<file path="src/rtl/axis_pkg.sv">
// Shared definitions for the AXI-Stream slave packet buffer.
// Holds mode constants, the drain-state encoding, width helpers and the
// reference beat layout {last, keep, data}.
package axis_pkg;

    localparam int unsigned PKT_CUT = 0;
    localparam int unsigned PKT_SAF = 1;

    localparam int unsigned AXIS_W  = 32;
    localparam int unsigned AXIS_KW = AXIS_W / 8;

    // Reference beat layout; modules re-declare it at their own WIDTH.
    typedef struct packed {
        logic               last;
        logic [AXIS_KW-1:0] keep;
        logic [AXIS_W-1:0]  data;
    } axis_beat_t;

    // Store-and-forward release state: hold for a full packet, or drain an oversize one.
    typedef enum logic {
        SAF_HOLD  = 1'b0,
        SAF_DRAIN = 1'b1
    } saf_state_e;

    // Keep lane count, never zero so narrow buses still elaborate.
    function automatic int unsigned keep_w(input int unsigned width);
        return (width / 8 > 0) ? width / 8 : 1;
    endfunction

    function automatic int unsigned beat_w(input int unsigned width);
        return width + keep_w(width) + 1;
    endfunction

endpackage

</file>
<file path="src/rtl/axis_s_pkt_if.sv">
// Bus bundle for axis_s_pkt: upstream AXIS slave side plus downstream valid/ready side.
// slave  : used by the buffer (receives s_axis_* and ready, drives tready and head beat).
// master : used by the surrounding logic / bench (the opposite directions).
interface axis_s_pkt_if
    import axis_pkg::*;
#(
    parameter int unsigned WIDTH = 32
);
    localparam int unsigned KW = keep_w(WIDTH);

    logic [WIDTH-1:0] s_axis_tdata;
    logic [KW-1:0]    s_axis_tkeep;
    logic             s_axis_tlast;
    logic             s_axis_tvalid;
    logic             s_axis_tready;
    logic             ready;
    logic             valid_out;
    logic [WIDTH-1:0] data_out;
    logic [KW-1:0]    keep_out;
    logic             last_out;

    modport slave (
        input  s_axis_tdata, s_axis_tkeep, s_axis_tlast, s_axis_tvalid, ready,
        output s_axis_tready, valid_out, data_out, keep_out, last_out
    );

    modport master (
        output s_axis_tdata, s_axis_tkeep, s_axis_tlast, s_axis_tvalid, ready,
        input  s_axis_tready, valid_out, data_out, keep_out, last_out
    );

endinterface

</file>
<file path="src/rtl/axis_s_ram.sv">
// Beat storage: DEPTH x BW register array, async reset to zero,
// one synchronous write port and one combinational read port.
// Ports: clk, rst_n, we/waddr/wdata (write), raddr/rdata (read).
module axis_s_ram #(
    parameter  int unsigned DEPTH = 8,
    parameter  int unsigned BW    = 37,
    localparam int unsigned AW    = $clog2(DEPTH)
) (
    input  logic          clk,
    input  logic          rst_n,
    input  logic          we,
    input  logic [AW-1:0] waddr,
    input  logic [BW-1:0] wdata,
    input  logic [AW-1:0] raddr,
    output logic [BW-1:0] rdata
);

    logic [BW-1:0] mem [DEPTH];

    // Cleared on reset so the head read never shows stale or unknown content.
    always_ff @(posedge clk or negedge rst_n) begin
        if (!rst_n) begin
            for (int i = 0; i < int'(DEPTH); i++) begin
                mem[i] <= '0;
            end
        end else if (we) begin
            mem[waddr] <= wdata;
        end
    end

    assign rdata = mem[raddr];

endmodule

</file>
<file path="src/rtl/axis_s_pkt.sv">
// AXI-Stream slave ingress buffer with first-word-fall-through head output,
// optional tkeep carriage and optional store-and-forward packet release.
// Ports: clk, rst_n; bus (axis_s_pkt_if.slave: s_axis_* in, s_axis_tready out,
// ready in, valid_out/data_out/keep_out/last_out out); count (beats stored);
// pkt_count (complete packets stored).
module axis_s_pkt
    import axis_pkg::*;
#(
    parameter  int unsigned WIDTH    = 32,
    parameter  int unsigned DEPTH    = 8,
    parameter  int unsigned KEEP_EN  = 0,
    parameter  int unsigned PKT_MODE = 0,
    localparam int unsigned CW       = $clog2(DEPTH + 1)
) (
    input  logic            clk,
    input  logic            rst_n,
    axis_s_pkt_if.slave     bus,
    output logic [CW-1:0]   count,
    output logic [CW-1:0]   pkt_count
);

    localparam int unsigned KW = keep_w(WIDTH);
    localparam int unsigned AW = $clog2(DEPTH);
    localparam int unsigned BW = beat_w(WIDTH);

    typedef struct packed {
        logic             last;
        logic [KW-1:0]    keep;
        logic [WIDTH-1:0] data;
    } beat_t;

    logic [AW-1:0] wr_ptr;
    logic [AW-1:0] rd_ptr;
    logic          full;
    logic          empty;
    logic          push;
    logic          pop;
    beat_t         wr_beat;
    beat_t         rd_beat;
    saf_state_e    state_q;
    saf_state_e    state_d;
    logic          draining;

    assign full     = (count == CW'(DEPTH));
    assign empty    = (count == '0);
    assign draining = (state_q == SAF_DRAIN);

    // tready depends on registered count only, so ready never reaches it combinationally.
    assign bus.s_axis_tready = !full;
    assign push = bus.s_axis_tvalid & !full;
    assign pop  = bus.valid_out & bus.ready;

    // Cut-through shows any stored beat; store-and-forward waits for a whole packet,
    // a full buffer, or an oversize packet that has already started draining.
    assign bus.valid_out = !empty & ((PKT_MODE == PKT_CUT) | (pkt_count != '0) | full | draining);

    // Incoming beat; keep lanes forced on when keep carriage is disabled.
    always_comb begin
        wr_beat      = '0;
        wr_beat.data = bus.s_axis_tdata;
        wr_beat.keep = (KEEP_EN != 0) ? bus.s_axis_tkeep : {KW{1'b1}};
        wr_beat.last = bus.s_axis_tlast;
    end

    axis_s_ram #(
        .DEPTH (DEPTH),
        .BW    (BW)
    ) u_ram (
        .clk   (clk),
        .rst_n (rst_n),
        .we    (push),
        .waddr (wr_ptr),
        .wdata (wr_beat),
        .raddr (rd_ptr),
        .rdata (rd_beat)
    );

    assign bus.data_out = rd_beat.data;
    assign bus.keep_out = (KEEP_EN != 0) ? rd_beat.keep : {KW{1'b1}};
    assign bus.last_out = rd_beat.last;

    // Pointers and occupancy counters.
    always_ff @(posedge clk or negedge rst_n) begin
        if (!rst_n) begin
            wr_ptr    <= '0;
            rd_ptr    <= '0;
            count     <= '0;
            pkt_count <= '0;
        end else begin
            if (push) begin
                wr_ptr <= wr_ptr + AW'(1);
            end
            if (pop) begin
                rd_ptr <= rd_ptr + AW'(1);
            end
            count     <= count + CW'(push) - CW'(pop);
            pkt_count <= pkt_count + CW'(push & bus.s_axis_tlast) - CW'(pop & bus.last_out);
        end
    end

    // Drain state register.
    always_ff @(posedge clk or negedge rst_n) begin
        if (!rst_n) begin
            state_q <= SAF_HOLD;
        end else begin
            state_q <= state_d;
        end
    end

    // Enter drain when a beat leaves with no complete packet stored (full-buffer release);
    // leave drain once that packet's last beat has gone.
    always_comb begin
        state_d = state_q;
        case (state_q)
            SAF_HOLD: begin
                if (pop && (pkt_count == '0)) begin
                    state_d = SAF_DRAIN;
                end
            end
            SAF_DRAIN: begin
                if (pop && bus.last_out) begin
                    state_d = SAF_HOLD;
                end
            end
            default: state_d = SAF_HOLD;
        endcase
    end

endmodule

</file>
<file path="src/flat_wrapper.sv">
// flat-port wrapper written by rule: the top's interface ports become plain ports
module axis_s_pkt_flat import axis_pkg::*;
#(
    parameter  int unsigned WIDTH    = 32,
    parameter  int unsigned DEPTH    = 8,
    parameter  int unsigned KEEP_EN  = 0,
    parameter  int unsigned PKT_MODE = 0,
    localparam int unsigned CW       = $clog2(DEPTH + 1)
)
  (clk, rst_n, count, pkt_count, bus_s_axis_tdata, bus_s_axis_tkeep, bus_s_axis_tlast, bus_s_axis_tvalid, bus_ready, bus_s_axis_tready, bus_valid_out, bus_data_out, bus_keep_out, bus_last_out);
  axis_s_pkt_if #(.WIDTH(WIDTH)) bus_i ();
  input  logic clk;
  input  logic rst_n;
  output logic [CW-1:0] count;
  output logic [CW-1:0] pkt_count;
  input wire logic [$bits(bus_i.s_axis_tdata)-1:0] bus_s_axis_tdata;
  input wire logic [$bits(bus_i.s_axis_tkeep)-1:0] bus_s_axis_tkeep;
  input wire logic [$bits(bus_i.s_axis_tlast)-1:0] bus_s_axis_tlast;
  input wire logic [$bits(bus_i.s_axis_tvalid)-1:0] bus_s_axis_tvalid;
  input wire logic [$bits(bus_i.ready)-1:0] bus_ready;
  output wire logic [$bits(bus_i.s_axis_tready)-1:0] bus_s_axis_tready;
  output wire logic [$bits(bus_i.valid_out)-1:0] bus_valid_out;
  output wire logic [$bits(bus_i.data_out)-1:0] bus_data_out;
  output wire logic [$bits(bus_i.keep_out)-1:0] bus_keep_out;
  output wire logic [$bits(bus_i.last_out)-1:0] bus_last_out;
  assign bus_i.s_axis_tdata = bus_s_axis_tdata;
  assign bus_i.s_axis_tkeep = bus_s_axis_tkeep;
  assign bus_i.s_axis_tlast = bus_s_axis_tlast;
  assign bus_i.s_axis_tvalid = bus_s_axis_tvalid;
  assign bus_i.ready = bus_ready;
  assign bus_s_axis_tready = bus_i.s_axis_tready;
  assign bus_valid_out = bus_i.valid_out;
  assign bus_data_out = bus_i.data_out;
  assign bus_keep_out = bus_i.keep_out;
  assign bus_last_out = bus_i.last_out;
  axis_s_pkt #(.WIDTH(WIDTH), .DEPTH(DEPTH), .KEEP_EN(KEEP_EN), .PKT_MODE(PKT_MODE)) u_core (.clk(clk), .rst_n(rst_n), .bus(bus_i), .count(count), .pkt_count(pkt_count));
endmodule
</file>
<file path="config.mk">
export PLATFORM = sky130hd
export DESIGN_NAME = axis_s_pkt_flat
export DESIGN_NICKNAME = d
export VERILOG_FILES = /design/src/rtl/axis_pkg.sv /design/src/rtl/axis_s_pkt_if.sv /design/src/rtl/axis_s_ram.sv /design/src/rtl/axis_s_pkt.sv /design/src/flat_wrapper.sv
export SDC_FILE = /design/constraint.sdc
export NUM_CORES = 1
export LEC_CHECK = 0
export CORE_MARGIN = 8
export CORE_UTILIZATION = 40
export DETAILED_ROUTE_END_ITERATION = 8
export MAX_ROUTING_LAYER = met4
export PLACE_DENSITY = 0.64
export SETUP_SLACK_MARGIN = 0.3
export SYNTH_ARGS = -nofsm -noshare
export SYNTH_HDL_FRONTEND = slang
export SYNTH_SLANG_ARGS = --single-unit
</file>
<file path="constraint.sdc">
create_clock -name clk -period 2.4 [get_ports clk]
set_input_delay 0.36 -clock clk [delete_from_list [all_inputs] [get_ports clk]]
set_output_delay 0.36 -clock clk [all_outputs]
set_load 0.01 [all_outputs]
</file>
* Word level (Yosys, flattened, before mapping)
Index checks and enable logic that the tools add are counted.
** Word-level totals
- Flip-flop bits (word level) :: 310
- Input bits :: 41
- Logic and storage cells :: 38
** Operators by class
- Add/subtract/negate cells :: 6
- $lt $le $gt $ge :: 3
- Equality and inequality tests :: 1
- Mux-type cells :: 6
- Bitwise operators :: 6
- Reductions and logical operators :: 4
** Operator list (count)
- $bwmux 296 :: 1
- $bmux 37 s3 :: 1
- $demux 37 s3 :: 1
- $mux 37 :: 3
- $ge 4x4->1 const B :: 2
- $not 3->4 :: 2
- $add 3x1->3 const B :: 2
- $add 4x1->4 :: 1
- $add 4x4->4 :: 1
- $and 1x1->1 :: 4
- $eq 4x4->1 const B :: 1
- $logic_not 4->1 :: 1
- $lt 4x1->1 const B :: 1
- $sub 4x1->4 :: 1
- $sub 4x4->4 :: 1
- $logic_not 1->1 :: 2
- $logic_and 1x1->1 :: 1

* Logic depth before layout (Yosys ltp)
Gate-level depths: netlist (run 1).
- Depth in word-level cells :: 6
- Depth in mapped cells :: 11

* Modules after synthesis
A second synthesis (run 1) with hierarchy kept.
** Unflattened totals
- Cell total of the unflattened synthesis :: 831
- Area total of the unflattened synthesis :: 14036.0 µm²
** By module, submodules not included
- axis_s_ram :: instances 1, cells an instance 762, area an instance 13223.9 µm², sequential area each 7407.1 µm²
- axis_s_pkt :: instances 1, cells an instance 69, area an instance 812.0 µm², sequential area each 350.3 µm²

* Worst setup path before layout (run 1)
Ideal clock, no wire load.
- Path type :: reg2reg
- Start point :: reg u_core.count[2]
- End point :: reg u_core.pkt_count[2]
- Arrival time :: 2.362 ns
- Required time :: 2.277 ns
- Setup slack :: -0.085 ns
- Cell stages (with the launch flop) :: 12
- Path through :: dfrtp_1 inv_1 ha_1 or3b_2 nand2_1 nor4_1 ha_1 inv_1 ha_1 inv_1 fa_1 xnor2_1
** RTL lines
- from (decl) :: RTL line axis_s_pkt.sv:18 : output logic [CW-1:0] count,
- from (signal assigned) :: RTL line axis_s_pkt.sv:96 : count <= count + CW'(push) - CW'(pop);
- $logic_not 4->1 :: RTL line axis_s_pkt.sv:45 : assign empty = (count == '0);
- $logic_not 1->1 :: RTL line axis_s_pkt.sv:55 : assign bus.valid_out = !empty & ((PKT_MODE == PKT_CUT) | (pkt_count != '0) | full | draining);
- named net bus_valid_out :: RTL line flat_wrapper.sv:22 : output wire logic [$bits(bus_i.valid_out)-1:0] bus_valid_out;
- $and 1x1->1 :: RTL line axis_s_pkt.sv:51 : assign pop = bus.valid_out & bus.ready;
- $and 1x1->1 :: RTL line axis_s_pkt.sv:97 : pkt_count <= pkt_count + CW'(push & bus.s_axis_tlast) - CW'(pop & bus.last_out);
- $sub 4x4->4 :: RTL line axis_s_pkt.sv:97
- to (signal assigned) :: RTL line axis_s_pkt.sv:97
- to (decl) :: RTL line axis_s_pkt.sv:19 : output logic [CW-1:0] pkt_count
The timed path passes the listed nets, and every way through them passes these cells.
A chain may end at the register's enable or synchronous reset.

* Final worst setup path (run 1)
- Start point :: reg u_core.rd_ptr[0]
- End point :: reg u_core.pkt_count[1]
** On the way
- Cells in the longest elaborated chain, start to end :: 6
** Ends and longest elaborated chain
- from (decl) :: RTL line axis_s_pkt.sv:33 : logic [AW-1:0] rd_ptr;
- from (signal assigned) :: RTL line axis_s_pkt.sv:94 : rd_ptr <= rd_ptr + AW'(1);
- $not 3->4 (implied by the code) :: RTL line axis_s_ram.sv:31 : assign rdata = mem[raddr];
- $bmux 37 s3 :: RTL line axis_s_ram.sv:31
- $mux 37 (implied by the code) (2 in series) :: RTL line axis_s_ram.sv:31
- $and 1x1->1 :: RTL line axis_s_pkt.sv:97
- $sub 4x4->4 :: RTL line axis_s_pkt.sv:97
No other way between the ends. The select of a mux whose other input is x is not followed.

==> results of run 1 <==
logic make-up (layout without fill, tap and decap cells):
logic type | count (synthesis) | after routing
other cells | 1 | 5
buf+inv | 69 | 300
xor+xnor | 9 | 9
compound gates | 6 | 6
fa+ha+maj | 14 | 14
mux | 365 | 365
simple gates | 25 | 25
flops | 278 | 278
placed cells by master, fill, tap and decap left out, drive strengths merged, types with 2 or more instances in the layout:
cell type and n:
clkdlybuf4s50 43, dfrtp 278, a21o 2, nand4b 4, nand4 4, xnor2 8
or3b 2, fa 2, nand3 2, and3 2, clkbuf 66, clkinv 3
nor2b 2, a21oi 2, buf 167, conb 4, mux4 64, nand2b 2
mux2 300, nand2 2, ha 12, inv 18
synth_stat cells:
cell type,instances,area share
dfrtp_1,278,0.51
mux2_4,180,0.20
mux2_2,120,0.099
mux4_2,64,0.11
buf_12,19,0.028
inv_1,17,0.0047
buf_2,12,0.0044
ha_1,12,0.011
buf_4,10,0.0055
clkbuf_1,9,0.0025
xnor2_1,8,0.0051
nand4_4,4,0.0062
a21o_1,2,0.0011
a21oi_1,2,0.00073
fa_1,2,0.0029
nand2_1,2,0.00055
nand2b_1,2,0.00092
nand3_1,2,0.00073
nand4b_2,2,0.0022
nand4b_4,2,0.0035
nor2b_1,2,0.00092
a2111oi_0,1,0.00064
and2_1,1,0.00046
and2b_1,1,0.00055
and3_1,1,0.00046
and3_2,1,0.00055
buf_1,1,0.00027
buf_6,1,0.00082
conb_1,1,0.00027
mux2i_1,1,0.00073
nor2_1,1,0.00027
nor3_1,1,0.00037
nor4_1,1,0.00046
o22ai_1,1,0.00046
or3b_1,1,0.00064
or3b_2,1,0.00064
xor2_1,1,0.00064
power groups by stage:
stage          Combinational, W  Clock [W]  Sequential, W
2_1_floorplan           0.00853          0        0.00801
3_3_place_gp             0.0116          0        0.00848
3_5_place_dp             0.0118          0        0.00853
4_1_cts                  0.0145    0.00519        0.00851
5_1_grt                  0.0161    0.00537        0.00886
6_report                 0.0151    0.00507        0.00859
what timing repair did:
action	CTS	global route
resized for setup	354	48
endpoints found under the hold margin	66	0
cloned	17	9
hold buffers	1	0
setup endpoints to repair	228	306
setup buffers	48	17
pin swaps	14	7
sequential cells by signal, indices dropped and copies added, names as in the netlist:
signal	cells
u_core.count	4
u_core.pkt_count	4
u_core.rd_ptr	3
u_core.u_ram.mem	264
u_core.wr_ptr	3
how the worst max path moves through the flow:
| stage | from | endpoint | slack (ns) | cells past startpoint |
|---|---|---|---|---|
| floorplan | u_core.count[2] | u_core.pkt_count[2] | 0.09 | 11 |
| global placement | u_core.rd_ptr[0] | bus_data_out[7] | -0.17 | 4 |
| detailed placement | u_core.rd_ptr[0] | u_core.pkt_count[2] | -0.19 | 9 |
| CTS | u_core.rd_ptr[0] | bus_data_out[28] | -0.32 | 5 |
| global route | u_core.rd_ptr[0] | u_core.pkt_count[1] | -0.35 | 12 |
| finish | u_core.rd_ptr[0] | u_core.pkt_count[1] | -0.27 | 12 |
per-layer routing:
layer	GRT usage	vias to the layer above	share of wire
li1	-	3257	-
met4	0.0336	0	0.017
met1	0.221	3992	0.45
met3	0.0261	41	0.036
met5	-	-	0
met2	0.272	123	0.50
worst max-delay path, stage by stage (launching register included):
cell and delay, ns:
dfrtp_4 0.50, buf_6 0.14, buf_6 0.11, buf_6 0.12, mux2i_1 0.12, and3_4 0.20, nor4_4 0.29, ha_2 0.32
inv_2 0.06, ha_4 0.12, inv_2 0.04, fa_2 0.53, inv_2 0.03
layout make-up:
class | instances | area, um2 | area share
multi-input cells | 423 | 6720 | 0.360
repair buffers | 224 | 3220 | 0.173
well taps | 448 | 561 | 0.0301
clock buffers | 53 | 1050 | 0.0565
inverters | 17 | 68.8 | 0.00369
flip-flops and latches | 278 | 6960 | 0.373
clock inverters | 6 | 61.3 | 0.00329
diodes | 1 | 2.50 | 0.000134
stage by stage:
step	hold WS, ns	TNS (ns)	cell area, um2	cells
after global placement	0.388	-4.12	15300	1298
after global routing	0.478	-9.43	18700	1450
after detailed placement	0.388	-4.18	15300	1298
after floorplan	0.0644	0	13800	770
after CTS	0.449	-8.02	18100	1423
final	0.428	-7.62	18700	1450
==> impl_results.md, run 1 <==
- Share of layout cells above drive strength 1: 0.638
- Worst setup slack after placement: -0.187 ns
- Maximum clock rate: 375 MHz
- Peak supply drop: 1.06 mV
- Final ANT Viol Nets: 0
- Synth Area in Adders: 0.0139
- Total CTS buffers: 34
- Worst Tran Pin Value: 0.659 ns
- Final Hold Fails: 0
- Grt ovf: 0
- Clock network power share: 0.176
- H-tree depth: 2
- Nets: 1033
- Critical path fanouts, max: 4
- Part of the power in combinational logic: 0.526
- Initial Util: 0.407
- Multiplexer share of the synthesized area: 0.403
- WL per Instance: 23.5 um
- Net switching power: 0.00847 W
- PortBufs: 79
- # setup viols final: 36
- Rel. slew slack: 0.561
- Crit share post-route: 1.11
- Startpoint types: register
- Final worst slack: -0.269 ns
- Vias in the first global route: 8425
- Failing checks: setup timing
- Seq cells post-synth: 278
- Syn Area/Cell: 17.8 um2
- CP Data Arrival Time: 3.06 ns
- Total Die Area: 0.0403 mm2
- DR vias/cell: 5.11
- Die height: 201 um
- Final-layout fill cell count: 2579
- Max Clock Skew: 0.00978 ns
- Drt initial violations: 252
- Status: finished with violations
- Worst min path class: in -> async
- Area growth, synth to finish: 36.5%
- TritonCTS clock tree: yes
- Final GP Congestion: 0.692
- Reg2reg start: u_core.rd_ptr[0]
- Pleak: 9.06 nW
- Clock Latency Late Sink: 0.50 ns
- Root buffer cell: clkbuf_16
- Switching portion of total power: 0.294
- Clk sinks: 278
- Vias: 7413
- Synth Area in Compound Gates: 0.00293
- Initial antenna violation count: 1
- Distinct cell type count after synthesis: 37
- Row count: 67
- Internal Pwr Total: 0.0203 W
- Largest family of logic cells by synthesized area: multiplexers
- RSZ-0062 raised after global routing: true
- Worst-path clk slew: 0.06 ns
- Largest net degree at the start of global routing: 76
- Max Buffers Root-to-Sink: 3
- Worst flop-to-flop path endpoint: u_core.pkt_count[1]
- First-pass detailed-route iteration total: 4
- FF-to-FF path depth: 12
- Flop-to-flop setup slack: -0.27 ns
- Final Slew Violations: 0
- Pwr per Cell Area: 1540 mW/mm2
- Register area share after synthesis: 0.509
- First-pass GRT wire length: 52100 um
- Synthesis Warnings: 0
- Post-Synthesis Cells: 767
- Ports: 88
- Worst setup EP type: register
- Simple-gate share of the synthesized area: 0.0194
- DP HPWL: 17800 um
- Chip width: 201 um
- Final Critical Period: 2.67 ns
- Worst Path Class, Setup: reg -> reg
- Total power: 0.0288 W
- CORE AREA: 0.0336 mm2
- Layout Utilization: 0.555
- Worst endpoint required time: 2.80 ns
- Synth Area in XOR/XNOR: 0.00577
- GRT Total Usage: 0.168
- Post-Synthesis Cell Area: 0.0137 mm2
- Sequential share of power: 0.298
- Detailed Route WL: 34100 um
- Residual DRC: 0
- Max-cap violation count: 0
No activity file was read; power rests on OpenSTA's default activity.
==> inputs of run 2 (changes only) <==
--- a/config.mk
+++ b/config.mk
@@ -13,4 +13,5 @@
 export SETUP_SLACK_MARGIN = 0.3
 export SYNTH_ARGS = -nofsm -noshare
 export SYNTH_HDL_FRONTEND = slang
+export SYNTH_HIERARCHICAL = 1
 export SYNTH_SLANG_ARGS = --single-unit
==> run 2 against run 1 <==
  * Area after synthesis is 7.5% lower
  * Design area is 3.5% lower
  * Critical endpoint is now u_core/pkt_count[2]
  * The run still ends with setup timing left
  * Cell count decreased by 6.0%
  * Sequential cell count did not move
  * Utilization grew 2.0 points
  * Global-route usage grew 0.69 points
  * Synthesized cell count down 1.6%
  * Via count hardly changed
  * Wire length up 3.4%
  * Sequential power fell by 0.6%
  * Largest power group unchanged
  * Die area shrank 6.9%
==> impl_results.md, run 2 <==
- Max Buffers Root-to-Sink: 3
- Max Clock Skew: 0.00861 ns
- Crit-path slowest cell: dfrtp_4
- Met2 Resource Use GR: 0.274
- Crit share post-route: 1.13
- PortBufs: 79
- Worst setup EP type: register
- Final Hold Fails: 0
- CP Data Arrival Time: 3.14 ns
- Area growth, synth to finish: 42.2%
- Worst setup slack after placement: -0.127 ns
- Pleak: 8.38 nW
- Post-Synthesis Cell Area: 0.0126 mm2
- Share of layout cells above drive strength 1: 0.628
- Maximum clock rate: 368 MHz
- Clock Latency Late Sink: 0.54 ns
- Die height: 194 um
- Final Critical Period: 2.72 ns
- Vias in the first global route: 8095
- Final worst slack: -0.320 ns
- Rel. slew slack: 0.604
- Cell family with most CP delay: multiplexers
- Ports: 88
- Worst-path clk slew: 0.06 ns
- Residual DRC: 0
- Syn Area/Cell: 16.8 um2
- Root buffer cell: clkbuf_16
- Final ANT Viol Nets: 0
- Critical Path, Cell by Cell: buf_6 -> buf_6 -> mux4_2 -> mux2_4 -> and3_4 -> ha_4 -> inv_2 -> ha_4 -> fa_2 -> xor2_1
- Initial Util: 0.404
- CORE AREA: 0.0313 mm2
- Critical path fanouts, max: 5
- GRT Total Usage: 0.175
- Pwr per Cell Area: 1550 mW/mm2
- Final GP Congestion: 0.695
- Status: finished with violations
- Chip width: 194 um
- Most flops, register: u_core/u_ram/mem
- RSZ-0062 raised after global routing: true
- Busiest layer in global routing: met2
- Worst min path class: in -> async
- Failing checks: setup timing
- WP buf/inv: 3
- Most frequent cells in the layout: 294 x mux2_4, 275 x dfrtp_1, 66 x mux4_2, 63 x buf_6, 46 x clkbuf_16
- Startpoint types: register
- Most common cell after layout, fill and taps aside: mux2_4
- DR vias/cell: 5.43
- Detailed Route WL: 35200 um
- WL per Instance: 25.8 um
- Layout Utilization: 0.575
- Max-cap violation count: 0
- Largest net degree at the start of global routing: 67
- Post-Synthesis Cells: 755
- Final Slew Violations: 0
- Total Die Area: 0.0376 mm2
- Row count: 65
- Worst Path Class, Setup: reg -> reg
- DP HPWL: 15800 um
- Synthesis Warnings: 6
- Worst Tran Pin Value: 0.593 ns
- CP max stage delay: 0.54 ns
- Peak supply drop: 0.873 mV
- Worst endpoint required time: 2.82 ns
- Largest register FFs: 264
- Grt ovf: 0
- Drt initial violations: 389
- H-tree depth: 1
- # setup viols final: 36
- TritonCTS clock tree: yes
- Leading registers by flop count: u_core/u_ram/mem x264, u_core/count x4, u_core/pkt_count x4
- Vias: 7407
- Initial antenna violation count: 1
- Clk sinks: 278
- First-pass detailed-route iteration total: 4
- Nets: 991
- Total CTS buffers: 30
- Met3 usage: 0.0262
- First-pass GRT wire length: 50000 um
- Grt met1 use: 0.241
run 2: layout make-up:
cell class              instances  area, um2
well taps                     402        503
clock inverters                12        139
flip-flops and latches        278       6960
repair buffers                200       2880
fillers                      2296      13300
inverters                      13       58.8
clock buffers                  43        861
multi-input cells             412       6570
diodes                          2       5.00
repair inverters                1       8.76
run 2: routing by layer:
metal	routed length [um]	vias up
li1	-	3171
met2	16400	172
met4	380	0
met5	0	-
met1	16800	4038
met3	1670	26
run 2: power breakdown:
| group | leakage [nW] | internal [W] | switching (W) |
|---|---|---|---|
| sequential | 3.33 | 0.00711 | 0.00143 |
| clock | 0.498 | 0.00280 | 0.00187 |
| combinational | 4.55 | 0.00971 | 0.00491 |
run 2: per-stage QoR:
stage	instances	hold slack, ns	instance area [um2]	total power, W	setup TNS, ns
finish	1363	0.353	18000	0.0278	-9.89
global route	1362	0.404	18000	0.0292	-11.68
CTS	1332	0.379	16800	0.0260	-10.45
detailed placement	1221	0.360	14200	0.0183	-1.20
global placement	1221	0.358	14200	0.0181	-1.02
floorplan	758	0.0644	12800	0.0146	-0.742
run 2: what timing repair did:
action	in CTS	in global routing
pin swaps	13	8
endpoints found under the hold margin	58	0
cloned	18	17
setup endpoints to repair	160	304
resized for setup	379	178
setup buffers	37	12
hold buffers	1	0
run 2: path summary, 6_finish.rpt:
path | from | endpoint | slack [ns] | cells past startpoint
setup reg to reg | u_core/rd_ptr[0] | u_core/pkt_count[2] | -0.32 | 10
max in group asynchronous | rst_n | u_core/u_ram/mem[86] | 1.22 | 3
hold / removal | rst_n | u_core/u_ram/mem[111] | 0.35 | 2
hold reg to reg | u_core/u_ram/mem[74] | u_core/u_ram/mem[74] | 0.50 | 1
setup / recovery | u_core/rd_ptr[0] | u_core/pkt_count[2] | -0.32 | 10
min in group clk | u_core/u_ram/mem[74] | u_core/u_ram/mem[74] | 0.50 | 1
==> inputs of run 3 (changes only) <==
--- a/config.mk
+++ b/config.mk
@@ -9,7 +9,6 @@
 export CORE_UTILIZATION = 40
 export DETAILED_ROUTE_END_ITERATION = 8
 export MAX_ROUTING_LAYER = met4
-export PLACE_DENSITY = 0.64
 export SETUP_SLACK_MARGIN = 0.3
 export SYNTH_ARGS = -nofsm -noshare
 export SYNTH_HDL_FRONTEND = slang
==> run 3 against run 2 <==
  * Die area did not move
  * Sequential cell count stayed put
  * Critical path depth shrank 4
  * Sequential power up 0.9%
  * Worst setup slack gained 0.032 ns
  * Sequential share of layout area hardly changed
  * Utilization about the same
  * Global-route usage increased by 0.78 points
  * Worst hold slack got worse by 0.031 ns
  * Non-clock buffer count increased by 5
  * Cell count up 0.37%
  * The run still ends with setup timing left
  * Largest power group unchanged
  * Combinational power barely moved
==> impl_results.md, run 3 (synthesized netlist as in run 2, its figures left out) <==
- Status: finished with violations
- Failing checks: setup timing
- Final GP Congestion: 0.711
- Total CTS buffers: 30
- Final Hold Fails: 0
- DR vias/cell: 5.44
- Max Buffers Root-to-Sink: 3
- CORE AREA: 0.0313 mm2
- Nets: 995
- # setup viols final: 36
- Worst Tran Pin Value: 0.509 ns
- Flop-to-flop setup slack: -0.25 ns
- Final-layout fill cell count: 2290
- First-pass detailed-route iteration total: 4
- Area growth, synth to finish: 42.1%
- Crit share post-route: 1.12
- First-pass GRT wire length: 52600 um
- Residual DRC: 0
- Max-cap violation count: 0
- Worst setup EP type: output port
- Critical Path, Cell by Cell: buf_6 -> buf_12 -> buf_12 -> mux4_2 -> mux2_4 -> buf_6
- WL per Instance: 25.4 um
- Vias in the first global route: 8459
- H-tree depth: 1
- Initial Util: 0.404
- Final Critical Period: 2.69 ns
- Most common cell after layout, fill and taps aside: mux2_4
- Worst Path Class, Setup: reg -> out
- Root buffer cell: clkbuf_16
- Max Clock Skew: 0.0205 ns
- Final worst slack: -0.288 ns
- Clk sinks: 278
- Crit-path slowest cell: dfrtp_4
- Fin Setup TNS: -7.52 ns
- CP Data Arrival Time: 2.33 ns
- Maximum clock rate: 372 MHz
- Ports: 88
- GRT Total Usage: 0.182
- CP max stage delay: 0.52 ns
- Row count: 65
- Drt initial violations: 381
- Most flops, register: u_core/u_ram/mem
- Leading registers by flop count: u_core/u_ram/mem x264, u_core/count x4, u_core/pkt_count x4
- Final ANT Viol Nets: 0
- Startpoint types: register
- Chip width: 194 um
- Total power: 0.0280 W
- PortBufs: 79
- Initial antenna violation count: 2
- RSZ-0062 raised after global routing: true
- Worst min path class: in -> async
- WP buf/inv: 4
- Worst hold slack: 0.322 ns
- Rel. slew slack: 0.661
- Vias: 7442
- Detailed Route WL: 34800 um
- Largest net degree at the start of global routing: 70
- TritonCTS clock tree: yes
- Critical path fanouts, max: 6
- Clock Latency Late Sink: 0.55 ns
- Pwr per Cell Area: 1560 mW/mm2
- Die height: 194 um
- Peak supply drop: 0.756 mV
- DP HPWL: 18300 um
- Final Slew Violations: 0
- Largest register FFs: 264
- Total Die Area: 0.0376 mm2
- Most frequent cells in the layout: 293 x mux2_4, 275 x dfrtp_1, 66 x mux4_2, 62 x buf_6, 43 x clkdlybuf4s50_1
- Share of layout cells above drive strength 1: 0.630
- Pleak: 8.37 nW
- Worst-path clk slew: 0.06 ns
- Worst endpoint required time: 2.04 ns
- Cell family with most CP delay: multiplexers
- Grt ovf: 0
run 3: changes by cell type in the layout (fill, tap and decap cells not counted), moves of 2 or more:
cell / previous run / this run
clkinv_2: 8 / 4
buf_2: 2 / 4
buf_4: 22 / 27
bufinv_16: 3 / 6
clkbuf_1: 8 / 6
buf_16: 17 / 21
clkbuf_16: 46 / 36
clkbuf_2: 0 / 4
clkinvlp_4: 0 / 2
inv_2: 6 / 8
clkbuf_8: 4 / 6
run 3: final timing paths:
check,start,to,depth (start not counted)
max,u_core/rd_ptr[0],bus_data_out[25],6
min,rst_n,u_core/u_ram/mem[280],2
max reg2reg,u_core/rd_ptr[0],u_core/pkt_count[2],9
min reg2reg,u_core/u_ram/mem[38],u_core/u_ram/mem[38],1
max in group asynchronous,rst_n,u_core/u_ram/mem[226],3
min in group clk,u_core/u_ram/mem[38],u_core/u_ram/mem[38],1
run 3: worst register-to-register path, cell delays in order, from the launching register on:
cell and delay [ns]:
dfrtp_4 0.47, buf_4 0.16, mux4_2 0.50, mux2_4 0.30, and3_4 0.16, ha_4 0.26
inv_2 0.03, ha_4 0.15, fa_2 0.36, xor2_1 0.15
run 3: per-stage QoR:
| stage | setup WS, ns | instances | util | area (um2) |
|---|---|---|---|---|
| after CTS | -0.408 | 1348 | 0.549 | 17200 |
| after global placement | -0.0995 | 1235 | 0.459 | 14400 |
| final | -0.288 | 1368 | 0.574 | 18000 |
| after global routing | -0.356 | 1368 | 0.574 | 18000 |
| after detailed placement | -0.106 | 1235 | 0.459 | 14400 |
| after floorplan | -0.282 | 758 | - | 12800 |
run 3: layout make-up:
| class | count | area [um2] | share of cell area |
|---|---|---|---|
| multi-input combinational | 412 | 6540 | 0.364 |
| timing repair buffer | 205 | 2810 | 0.156 |
| clock inverter | 13 | 226 | 0.0126 |
| clock buffer | 43 | 881 | 0.0490 |
| inverter | 13 | 53.8 | 0.00299 |
| tap | 402 | 503 | 0.0280 |
| antenna | 2 | 5.00 | 0.000278 |
| sequential | 278 | 6970 | 0.387 |
run 3: repair_timing:
action,4_1_cts,5_1_grt
cloned,21,5
hold endpoints to repair,41,0
buffers inserted,35,13
setup endpoints to repair,236,302
resized for setup,359,181
pin swaps,9,6
hold buffers,1,0
run 3: report_power, final:
group	switching, W	internal (W)
clock	0.00189	0.00319
combinational	0.00486	0.00940
sequential	0.00150	0.00711
total	0.00825	0.0197
run 3: routing by layer:
metal,vias to the layer above,GRT usage,part of all wire
li1,3174,-,-
met1,4065,0.233,0.45
met2,155,0.302,0.49
met3,48,0.0281,0.040
met4,0,0.0481,0.021
met5,-,-,0
